**src/rtl/mem_bus_arbiter_if.sv**
```systemverilog
// Signal bundle shared by the CPU/DMA requesters, the memory bus arbiter and the bus bridge.
// The master modport is the arbiter's view; slave is the view of the requesters and bridge.
interface mem_bus_arbiter_if;
    logic        cpu_req;
    logic        dma_req;
    logic [31:0] cpu_addr;
    logic [31:0] cpu_wdata;
    logic [31:0] dma_addr;
    logic [31:0] dma_wdata;
    logic [2:0]  cpu_write_size;
    logic [2:0]  cpu_read_size;
    logic [2:0]  dma_write_size;
    logic [2:0]  dma_read_size;
    logic [31:0] cpu_rdata;
    logic [31:0] dma_rdata;
    logic        cpu_done;
    logic        dma_done;
    logic        cpu_err;
    logic        dma_err;
    logic        cpu_stall;
    logic [31:0] bus_address;
    logic [31:0] bus_write_data;
    logic [2:0]  bus_write_size;
    logic [2:0]  bus_read_size;
    logic [31:0] bus_read_data;
    logic        bus_ready;

    modport master (
        input  cpu_req, dma_req, cpu_addr, cpu_wdata, dma_addr, dma_wdata,
               cpu_write_size, cpu_read_size, dma_write_size, dma_read_size,
               bus_read_data, bus_ready,
        output cpu_rdata, dma_rdata, cpu_done, dma_done, cpu_err, dma_err, cpu_stall,
               bus_address, bus_write_data, bus_write_size, bus_read_size
    );

    modport slave (
        output cpu_req, dma_req, cpu_addr, cpu_wdata, dma_addr, dma_wdata,
               cpu_write_size, cpu_read_size, dma_write_size, dma_read_size,
               bus_read_data, bus_ready,
        input  cpu_rdata, dma_rdata, cpu_done, dma_done, cpu_err, dma_err, cpu_stall,
               bus_address, bus_write_data, bus_write_size, bus_read_size
    );
endinterface

```
**src/rtl/mem_bus_arbiter.sv**
```systemverilog
// Two-requester (CPU/DMA) arbiter for a single memory bus bridge: round-robin on ties,
// one transfer at a time, with a bounded wait for bus_ready that ends in an error response.
module mem_bus_arbiter #(
    parameter int unsigned TIMEOUT = 15
) (
    input logic               clk,
    input logic               reset,
    mem_bus_arbiter_if.master bus
);
    typedef enum logic [1:0] {IDLE, XFER, RESP} state_t;

    localparam logic [7:0] TIMEOUT_CNT = 8'(TIMEOUT);

    state_t      r_state;
    logic        r_lastDma;
    logic        r_grantDma;
    logic [7:0]  r_waitCnt;
    logic [31:0] r_busAddr;
    logic [31:0] r_busWdata;
    logic [2:0]  r_busWsize;
    logic [2:0]  r_busRsize;
    logic [31:0] r_cpuRdata;
    logic [31:0] r_dmaRdata;
    logic        r_cpuDone;
    logic        r_dmaDone;
    logic        r_cpuErr;
    logic        r_dmaErr;

    logic        w_pickDma;
    logic [31:0] w_selAddr;
    logic [31:0] w_selWdata;
    logic [2:0]  w_selWsize;
    logic [2:0]  w_selRsize;
    logic        w_finish;
    logic [31:0] w_respData;

    // On a tie the requester that did not win the previous tie goes first.
    assign w_pickDma  = bus.dma_req & (~bus.cpu_req | ~r_lastDma);
    assign w_selAddr  = w_pickDma ? bus.dma_addr       : bus.cpu_addr;
    assign w_selWdata = w_pickDma ? bus.dma_wdata      : bus.cpu_wdata;
    assign w_selWsize = w_pickDma ? bus.dma_write_size : bus.cpu_write_size;
    // A request carrying both sizes is issued as a pure write.
    assign w_selRsize = (w_selWsize != 3'd0) ? 3'd0
                      : (w_pickDma ? bus.dma_read_size : bus.cpu_read_size);

    // bus_ready on the final counted cycle still completes normally.
    assign w_finish   = bus.bus_ready | (r_waitCnt == TIMEOUT_CNT);
    assign w_respData = bus.bus_ready ? bus.bus_read_data : 32'h0;

    always_ff @(posedge clk or posedge reset) begin
        if (reset) begin
            r_state    <= IDLE;
            r_lastDma  <= 1'b1;
            r_grantDma <= 1'b0;
            r_waitCnt  <= 8'd0;
            r_busAddr  <= 32'h0;
            r_busWdata <= 32'h0;
            r_busWsize <= 3'd0;
            r_busRsize <= 3'd0;
            r_cpuRdata <= 32'h0;
            r_dmaRdata <= 32'h0;
            r_cpuDone  <= 1'b0;
            r_dmaDone  <= 1'b0;
            r_cpuErr   <= 1'b0;
            r_dmaErr   <= 1'b0;
        end else begin
            r_cpuDone <= 1'b0;
            r_dmaDone <= 1'b0;
            case (r_state)
                IDLE: begin
                    if (bus.cpu_req | bus.dma_req) begin
                        r_state    <= XFER;
                        r_grantDma <= w_pickDma;
                        r_waitCnt  <= 8'd0;
                        r_busAddr  <= w_selAddr;
                        r_busWdata <= w_selWdata;
                        r_busWsize <= w_selWsize;
                        r_busRsize <= w_selRsize;
                        if (bus.cpu_req & bus.dma_req) begin
                            r_lastDma <= w_pickDma;
                        end
                    end
                end
                XFER: begin
                    if (w_finish) begin
                        r_state    <= RESP;
                        r_busWsize <= 3'd0;
                        r_busRsize <= 3'd0;
                        if (r_grantDma) begin
                            r_dmaRdata <= w_respData;
                            r_dmaErr   <= ~bus.bus_ready;
                            r_dmaDone  <= 1'b1;
                        end else begin
                            r_cpuRdata <= w_respData;
                            r_cpuErr   <= ~bus.bus_ready;
                            r_cpuDone  <= 1'b1;
                        end
                    end else begin
                        r_waitCnt <= r_waitCnt + 8'd1;
                    end
                end
                RESP: begin
                    r_state <= IDLE;
                end
                default: begin
                    r_state <= IDLE;
                end
            endcase
        end
    end

    assign bus.bus_address    = r_busAddr;
    assign bus.bus_write_data = r_busWdata;
    assign bus.bus_write_size = r_busWsize;
    assign bus.bus_read_size  = r_busRsize;
    assign bus.cpu_rdata      = r_cpuRdata;
    assign bus.dma_rdata      = r_dmaRdata;
    assign bus.cpu_done       = r_cpuDone;
    assign bus.dma_done       = r_dmaDone;
    assign bus.cpu_err        = r_cpuErr;
    assign bus.dma_err        = r_dmaErr;
    assign bus.cpu_stall      = bus.cpu_req & ~r_cpuDone;
endmodule

```
**src/flat_wrapper.sv**
```systemverilog
// flat-port wrapper written by rule: the top's interface ports become plain ports
module mem_bus_arbiter_flat 
#(
    parameter int unsigned TIMEOUT = 15
)
  (clk, reset, bus_cpu_req, bus_dma_req, bus_cpu_addr, bus_cpu_wdata, bus_dma_addr, bus_dma_wdata, bus_cpu_write_size, bus_cpu_read_size, bus_dma_write_size, bus_dma_read_size, bus_bus_read_data, bus_bus_ready, bus_cpu_rdata, bus_dma_rdata, bus_cpu_done, bus_dma_done, bus_cpu_err, bus_dma_err, bus_cpu_stall, bus_bus_address, bus_bus_write_data, bus_bus_write_size, bus_bus_read_size);
  mem_bus_arbiter_if bus_i ();
  input logic clk;
  input logic reset;
  input wire logic [$bits(bus_i.cpu_req)-1:0] bus_cpu_req;
  input wire logic [$bits(bus_i.dma_req)-1:0] bus_dma_req;
  input wire logic [$bits(bus_i.cpu_addr)-1:0] bus_cpu_addr;
  input wire logic [$bits(bus_i.cpu_wdata)-1:0] bus_cpu_wdata;
  input wire logic [$bits(bus_i.dma_addr)-1:0] bus_dma_addr;
  input wire logic [$bits(bus_i.dma_wdata)-1:0] bus_dma_wdata;
  input wire logic [$bits(bus_i.cpu_write_size)-1:0] bus_cpu_write_size;
  input wire logic [$bits(bus_i.cpu_read_size)-1:0] bus_cpu_read_size;
  input wire logic [$bits(bus_i.dma_write_size)-1:0] bus_dma_write_size;
  input wire logic [$bits(bus_i.dma_read_size)-1:0] bus_dma_read_size;
  input wire logic [$bits(bus_i.bus_read_data)-1:0] bus_bus_read_data;
  input wire logic [$bits(bus_i.bus_ready)-1:0] bus_bus_ready;
  output wire logic [$bits(bus_i.cpu_rdata)-1:0] bus_cpu_rdata;
  output wire logic [$bits(bus_i.dma_rdata)-1:0] bus_dma_rdata;
  output wire logic [$bits(bus_i.cpu_done)-1:0] bus_cpu_done;
  output wire logic [$bits(bus_i.dma_done)-1:0] bus_dma_done;
  output wire logic [$bits(bus_i.cpu_err)-1:0] bus_cpu_err;
  output wire logic [$bits(bus_i.dma_err)-1:0] bus_dma_err;
  output wire logic [$bits(bus_i.cpu_stall)-1:0] bus_cpu_stall;
  output wire logic [$bits(bus_i.bus_address)-1:0] bus_bus_address;
  output wire logic [$bits(bus_i.bus_write_data)-1:0] bus_bus_write_data;
  output wire logic [$bits(bus_i.bus_write_size)-1:0] bus_bus_write_size;
  output wire logic [$bits(bus_i.bus_read_size)-1:0] bus_bus_read_size;
  assign bus_i.cpu_req = bus_cpu_req;
  assign bus_i.dma_req = bus_dma_req;
  assign bus_i.cpu_addr = bus_cpu_addr;
  assign bus_i.cpu_wdata = bus_cpu_wdata;
  assign bus_i.dma_addr = bus_dma_addr;
  assign bus_i.dma_wdata = bus_dma_wdata;
  assign bus_i.cpu_write_size = bus_cpu_write_size;
  assign bus_i.cpu_read_size = bus_cpu_read_size;
  assign bus_i.dma_write_size = bus_dma_write_size;
  assign bus_i.dma_read_size = bus_dma_read_size;
  assign bus_i.bus_read_data = bus_bus_read_data;
  assign bus_i.bus_ready = bus_bus_ready;
  assign bus_cpu_rdata = bus_i.cpu_rdata;
  assign bus_dma_rdata = bus_i.dma_rdata;
  assign bus_cpu_done = bus_i.cpu_done;
  assign bus_dma_done = bus_i.dma_done;
  assign bus_cpu_err = bus_i.cpu_err;
  assign bus_dma_err = bus_i.dma_err;
  assign bus_cpu_stall = bus_i.cpu_stall;
  assign bus_bus_address = bus_i.bus_address;
  assign bus_bus_write_data = bus_i.bus_write_data;
  assign bus_bus_write_size = bus_i.bus_write_size;
  assign bus_bus_read_size = bus_i.bus_read_size;
  mem_bus_arbiter #(.TIMEOUT(TIMEOUT)) u_core (.clk(clk), .reset(reset), .bus(bus_i));
endmodule
```
**config.mk**
```make
export PLATFORM = sky130hd
export DESIGN_NAME = mem_bus_arbiter_flat
export DESIGN_NICKNAME = d
export VERILOG_FILES = /design/src/rtl/mem_bus_arbiter_if.sv /design/src/rtl/mem_bus_arbiter.sv /design/src/flat_wrapper.sv
export SDC_FILE = /design/constraint.sdc
export NUM_CORES = 1
export LEC_CHECK = 0
export CAP_MARGIN = 0
export CORE_MARGIN = 2
export CORE_UTILIZATION = 37
export CTS_BUF_LIST = sky130_fd_sc_hd__clkbuf_16
export CTS_CLUSTER_DIAMETER = 50
export CTS_CLUSTER_SIZE = 10
export DETAILED_ROUTE_END_ITERATION = 7
export HOLD_SLACK_MARGIN = 0.06
export PLACE_DENSITY = 0.78
export SLEW_MARGIN = 0
export SYNTH_ARGS = -nofsm -noshare
export SYNTH_HDL_FRONTEND = slang
export SYNTH_SLANG_ARGS = --single-unit
export TNS_END_PERCENT = 30
```
**constraint.sdc**
```tcl
create_clock -name clk -period 4.4 [get_ports clk]
set_input_delay 0.66 -clock clk [delete_from_list [all_inputs] [get_ports clk]]
set_output_delay 0.66 -clock clk [all_outputs]
set_load 0.1 [all_outputs]
```
# Word level (Yosys, flattened, before mapping)
# Cells that the tools add are included.
# classes
add_sub_neg	1
eq_ne	5
n_mux	23
n_bitwise	11
n_reduce_logical	10
# ops
cell	count
2-to-1 mux 32 bit	3
2-to-1 mux 3 bit	6
2-to-1 mux 8 bit	2
case mux 8 bit (2 select lines)	1
AND reduction 3 bit	5
case mux 3 bit (2 select lines)	2
adder 8 x 1 -> 8 bit, second input constant	1
equality test 8 x 4 -> 1 bit, second input constant	1
2-to-1 mux 1 bit	6
inverter 1 bit	5
2-to-1 mux 2 bit	2
inequality test 2 x 1 -> 1 bit, second input constant	2
case mux 2 bit (2 select lines)	1
AND reduction 2 bit	2
bitwise AND 1 bit	3
OR 1 bit	3
nonzero test 3 bit	1
equality test 2 x 1 -> 1 bit, second input constant	1
logical NOT 2 bit	1
inequality test 2 bit, second input constant	1
nonzero test 2 bit	1
# totals
register_bits	150
out_inout_bits	139
elab_cells	64

# Depth between registers and ports, before layout
# logic_depth
ltp_word	8
depth_mapped	7

# Least setup slack after synthesis
# Ideal clock, no wire load.
# synth_timing
kind	register to output
from	reg u_core.r_cpuDone, in the netlist u_core.bus.cpu_done
to	out bus_cpu_stall
arrival_time_ns	2.211
required_time_ns	3.740
path_slack_ns	1.529
stages_incl_launch_ff	2
path_cell_list	dfrtp_1 -> nor2b_1
# synth_via
elab_chain_cells	2
# synth_rtl
item	line_no	rtl
start: declaration	mem_bus_arbiter.sv:24	logic r_cpuDone;
start signal: assignment	mem_bus_arbiter.sv:62	r_cpuDone <= 1'b0;
start signal: assignment	mem_bus_arbiter.sv:67	r_cpuDone <= 1'b0;
start signal: assignment	mem_bus_arbiter.sv:96	r_cpuDone <= 1'b1;
inverter 1 bit	mem_bus_arbiter.sv:122	assign bus.cpu_stall = bus.cpu_req & ~r_cpuDone;
bitwise AND 1 bit	mem_bus_arbiter.sv:122	
end: declaration	flat_wrapper.sv:28	output wire logic [$bits(bus_i.cpu_stall)-1:0] bus_cpu_stall;
# Every way passes these cells.

# Final worst setup path
# layout_timing
from	reg u_core.r_busRsize[2], in the netlist u_core.bus.bus_read_size[2]
to	out bus_bus_read_size[2]
# layout_lines
item	line_no	rtl
start: declaration	mem_bus_arbiter.sv:21	logic [2:0] r_busRsize;
start signal: assignment	mem_bus_arbiter.sv:78	r_busRsize <= w_selRsize;
end: declaration	flat_wrapper.sv:32	output wire logic [$bits(bus_i.bus_read_size)-1:0] bus_bus_read_size;
# No word-level cell between the ends.

==> flow_summary.yaml <==
setup_path:
  critPathLaunch: "u_core.bus.bus_read_size[2]$_DFFE_PP0P_"
  start_kind: "flop"
  cp_top_family: "buffers and inverters"
  r2r-start: "u_core.r_state[1]$_DFFE_PP0P_"
  required_ps: 3740
  endpoint_kind: "primary output"
  path_class: "flop to primary output"
  worstPathCellList: "clkdlybuf4s50_1"
  worst_path_max_delay_cell: "clkdlybuf4s50_1"
  worst-path-buf-inv: 1
  slowest_delay_ps: 1190
  crit_path_max_fanout: 2
  crit_arrival_ps: 1980
cts:
  cts.path.max_buffers: 2
  postCtsSetupRepairBufs: 0
  tritoncts: "built"
  hold_buffers: 0
  cts_buffers: 17
  clkLatencyLatePin_ps: 420
  htree_levels: 4
  root_buffer: "clkbuf_16"
  clk_pin_slew_ps: 70
  clock_sinks: 150
  ctsResizeCount: 0
die:
  die_x_um: 135
  die_area_mm2: 0.0183
  initial_core_util_pct: 37.3
  io_pins: 316
  coreArea_mm2: 0.0171
  die-height_um: 135
  placementRows: 48
routing:
  num_vias: 5474
  wirelength_met1_um: 7900
  first_pass_iters: 6
  drtIter0Drc: 245
  routed_via_density: 5.12
  wl_per_cell_um: 18.4
  ant_nets: 0
  drt-total-wl_um: 19700
  met2WireLength_um: 9420
  met3_length_um: 2000
  drc: 0
  top_layer: "met5"
placed_design:
  globalplace.congestion: 0.760
  port_buffers: 315
  postPlaceCellArea_mm2: 0.00973
  dpl.hpwl_um: 14200
final_layout:
  multi_input_area_mm2: 0.00241
  diodes: 0
  nets: 1010
  final_area_mm2: 0.0103
  layout-drive-gt1-share_pct: 6.98
  fin_util_pct: 60.3
  num-fill-cells: 1483
  syn_to_final_growth_pct: 61.4
  seq_area_mm2: 0.00375
flow_run:
  drv_cap: 0
yosys:
  avgSynthCellArea_um2: 12.0
  syn-cell-area_mm2: 0.00639
  async_flop_share_pct: 100
  synth_cell_type_count: 40
  synth-seq-area-share_pct: 58.8
  synth-edff-count: 0
  yosysWarnings: 0
  syn-instance-count: 534
  syn_nets: 712
  ys.flop_type: "dfrtp_1"
  ys_ff_latch: 150
timing:
  worst_clock_skew_ps: 9.19
  slew-limit-headroom_pct: 30.4
  whs_ps: 478
  fmax_ghz: 0.379
  layout_min_cycle_time_ps: 2640
  max_slew.worst_pin.slew_ps: 1040
  slew_viol_final: 0
  hold_violations: 0
  finalCritPeriodShare_pct: 59.9
  final.setup.tns_ps: 0
  rsz0062_at_grt: "no"
  setup_viol: 0
hold_path:
  hold_class: "flop to flop"
  hold_start: "u_core.bus.bus_address[30]$_DFFE_PP0P_"
grt:
  grt_pass1_wl_um: 30200
  grtUsageTotal_pct: 21.5
  gr-total-overflow: 0
  grt_pass1_vias: 5511
  antenna_found_initial: 1
  grt_max_degree: 119
status:
  status: "finished clean"
-- layer usage --
metal	global-route usage, %	up-vias
li1	-	2592
met1	25.4	2623
met2	34.6	233
met3	10.0	24
met4	7.29	2
met5	0	-
-- sequential cells by signal, indices dropped and copies added (netlist names) --
register,flops
u_core.bus.bus_address,32
u_core.bus.bus_read_size,3
u_core.bus.bus_write_data,32
u_core.bus.bus_write_size,3
u_core.bus.cpu_done,1
u_core.bus.cpu_err,1
u_core.bus.cpu_rdata,32
u_core.bus.dma_done,1
u_core.bus.dma_err,1
u_core.bus.dma_rdata,32
u_core.r_grantDma,1
u_core.r_lastDma,1
u_core.r_state,2
u_core.r_waitCnt,8
-- cells in the final DEF (no fill, tap or decap), types with 4 or more instances in the layout --
cell / netlist / layout
inv_6: 0 / 7
clkbuf_16: 0 / 17
a32o_1: 64 / 64
dfrtp_1: 149 / 149
mux2i_1: 67 / 67
buf_4: 0 / 5
o21ai_0: 61 / 61
nor3_1: 7 / 7
clkdlybuf4s50_1: 0 / 313
and3_1: 4 / 4
nand2_1: 71 / 71
a21oi_1: 6 / 6
buf_12: 0 / 4
nand3_1: 5 / 5
nor2_1: 4 / 4
o21ai_1: 13 / 12
o211ai_1: 4 / 4
-- final timing paths --
kind / endpoint / slack (ps) / cells after the start
max reg2reg: u_core.bus.cpu_rdata[27]$_DFFE_PP0P_ / 1810 / 4
min reg2reg: u_core.bus.bus_address[30]$_DFFE_PP0P_ / 480 / 2
max in group asynchronous: u_core.bus.bus_address[10]$_DFFE_PP0P_ / 2590 / 3
max: bus_bus_read_size[2] / 1760 / 1
min: u_core.bus.bus_address[30]$_DFFE_PP0P_ / 480 / 2
min in group asynchronous: u_core.bus.cpu_err$_DFFE_PP0P_ / 750 / 2
-- cell usage after synthesis (2+ instances only) --
library cell  number  area (um^2)
a21oi_1            6         30.0
a221o_1            3         30.0
a31o_2             2         17.5
a32o_1            64          641
a41oi_1            2         17.5
and3_1             4         25.0
buf_1              4         15.0
buf_2             13         65.1
buf_6              6         67.6
clkbuf_1          21         78.8
dfrtp_1          149         3730
inv_1              4         15.0
inv_2              2         7.51
mux2i_1           67          671
nand2_1           71          267
nand3_1            5         25.0
nor2_1             4         15.0
nor2_4             2         22.5
nor3_1             7         35.0
o211ai_1           4         30.0
o21ai_0           61          305
o21ai_1           13         65.1
o21ai_4            2         32.5
o22ai_1            2         12.5
-- cell type report --
class	instances	share of cell area [%]
clock buffer	17	4.12
inverter	6	0.255
timing repair buffer	323	31.6
tap	225	2.73
sequential	150	36.4
multi-input combinational	334	23.4
clock inverter	15	1.59
-- kinds of logic (layout without fill, tap and decap cells) --
kind of cell | after synthesis | count (layout) | synth area share (%)
buf+inv | 50 | 361 | 3.90
simple gates | 99 | 99 | 7.07
xor+xnor | 2 | 2 | 0.274
compound gates | 165 | 165 | 19.3
mux | 67 | 67 | 10.5
fa+ha+maj | 1 | 1 | 0.196
flops | 150 | 150 | 58.8
-- metrics by stage --
stage / worst slack, ps / instances
finish: 1760 / 1070
global route: 1640 / 1070
CTS: 1720 / 1070
detailed placement: 1490 / 1038
global placement: 1600 / 1038
floorplan: 1530 / 534
Power is left out: the tool's default activity adds up to more than one toggle a clock period on the data nets, which glitch-free logic cannot reach.
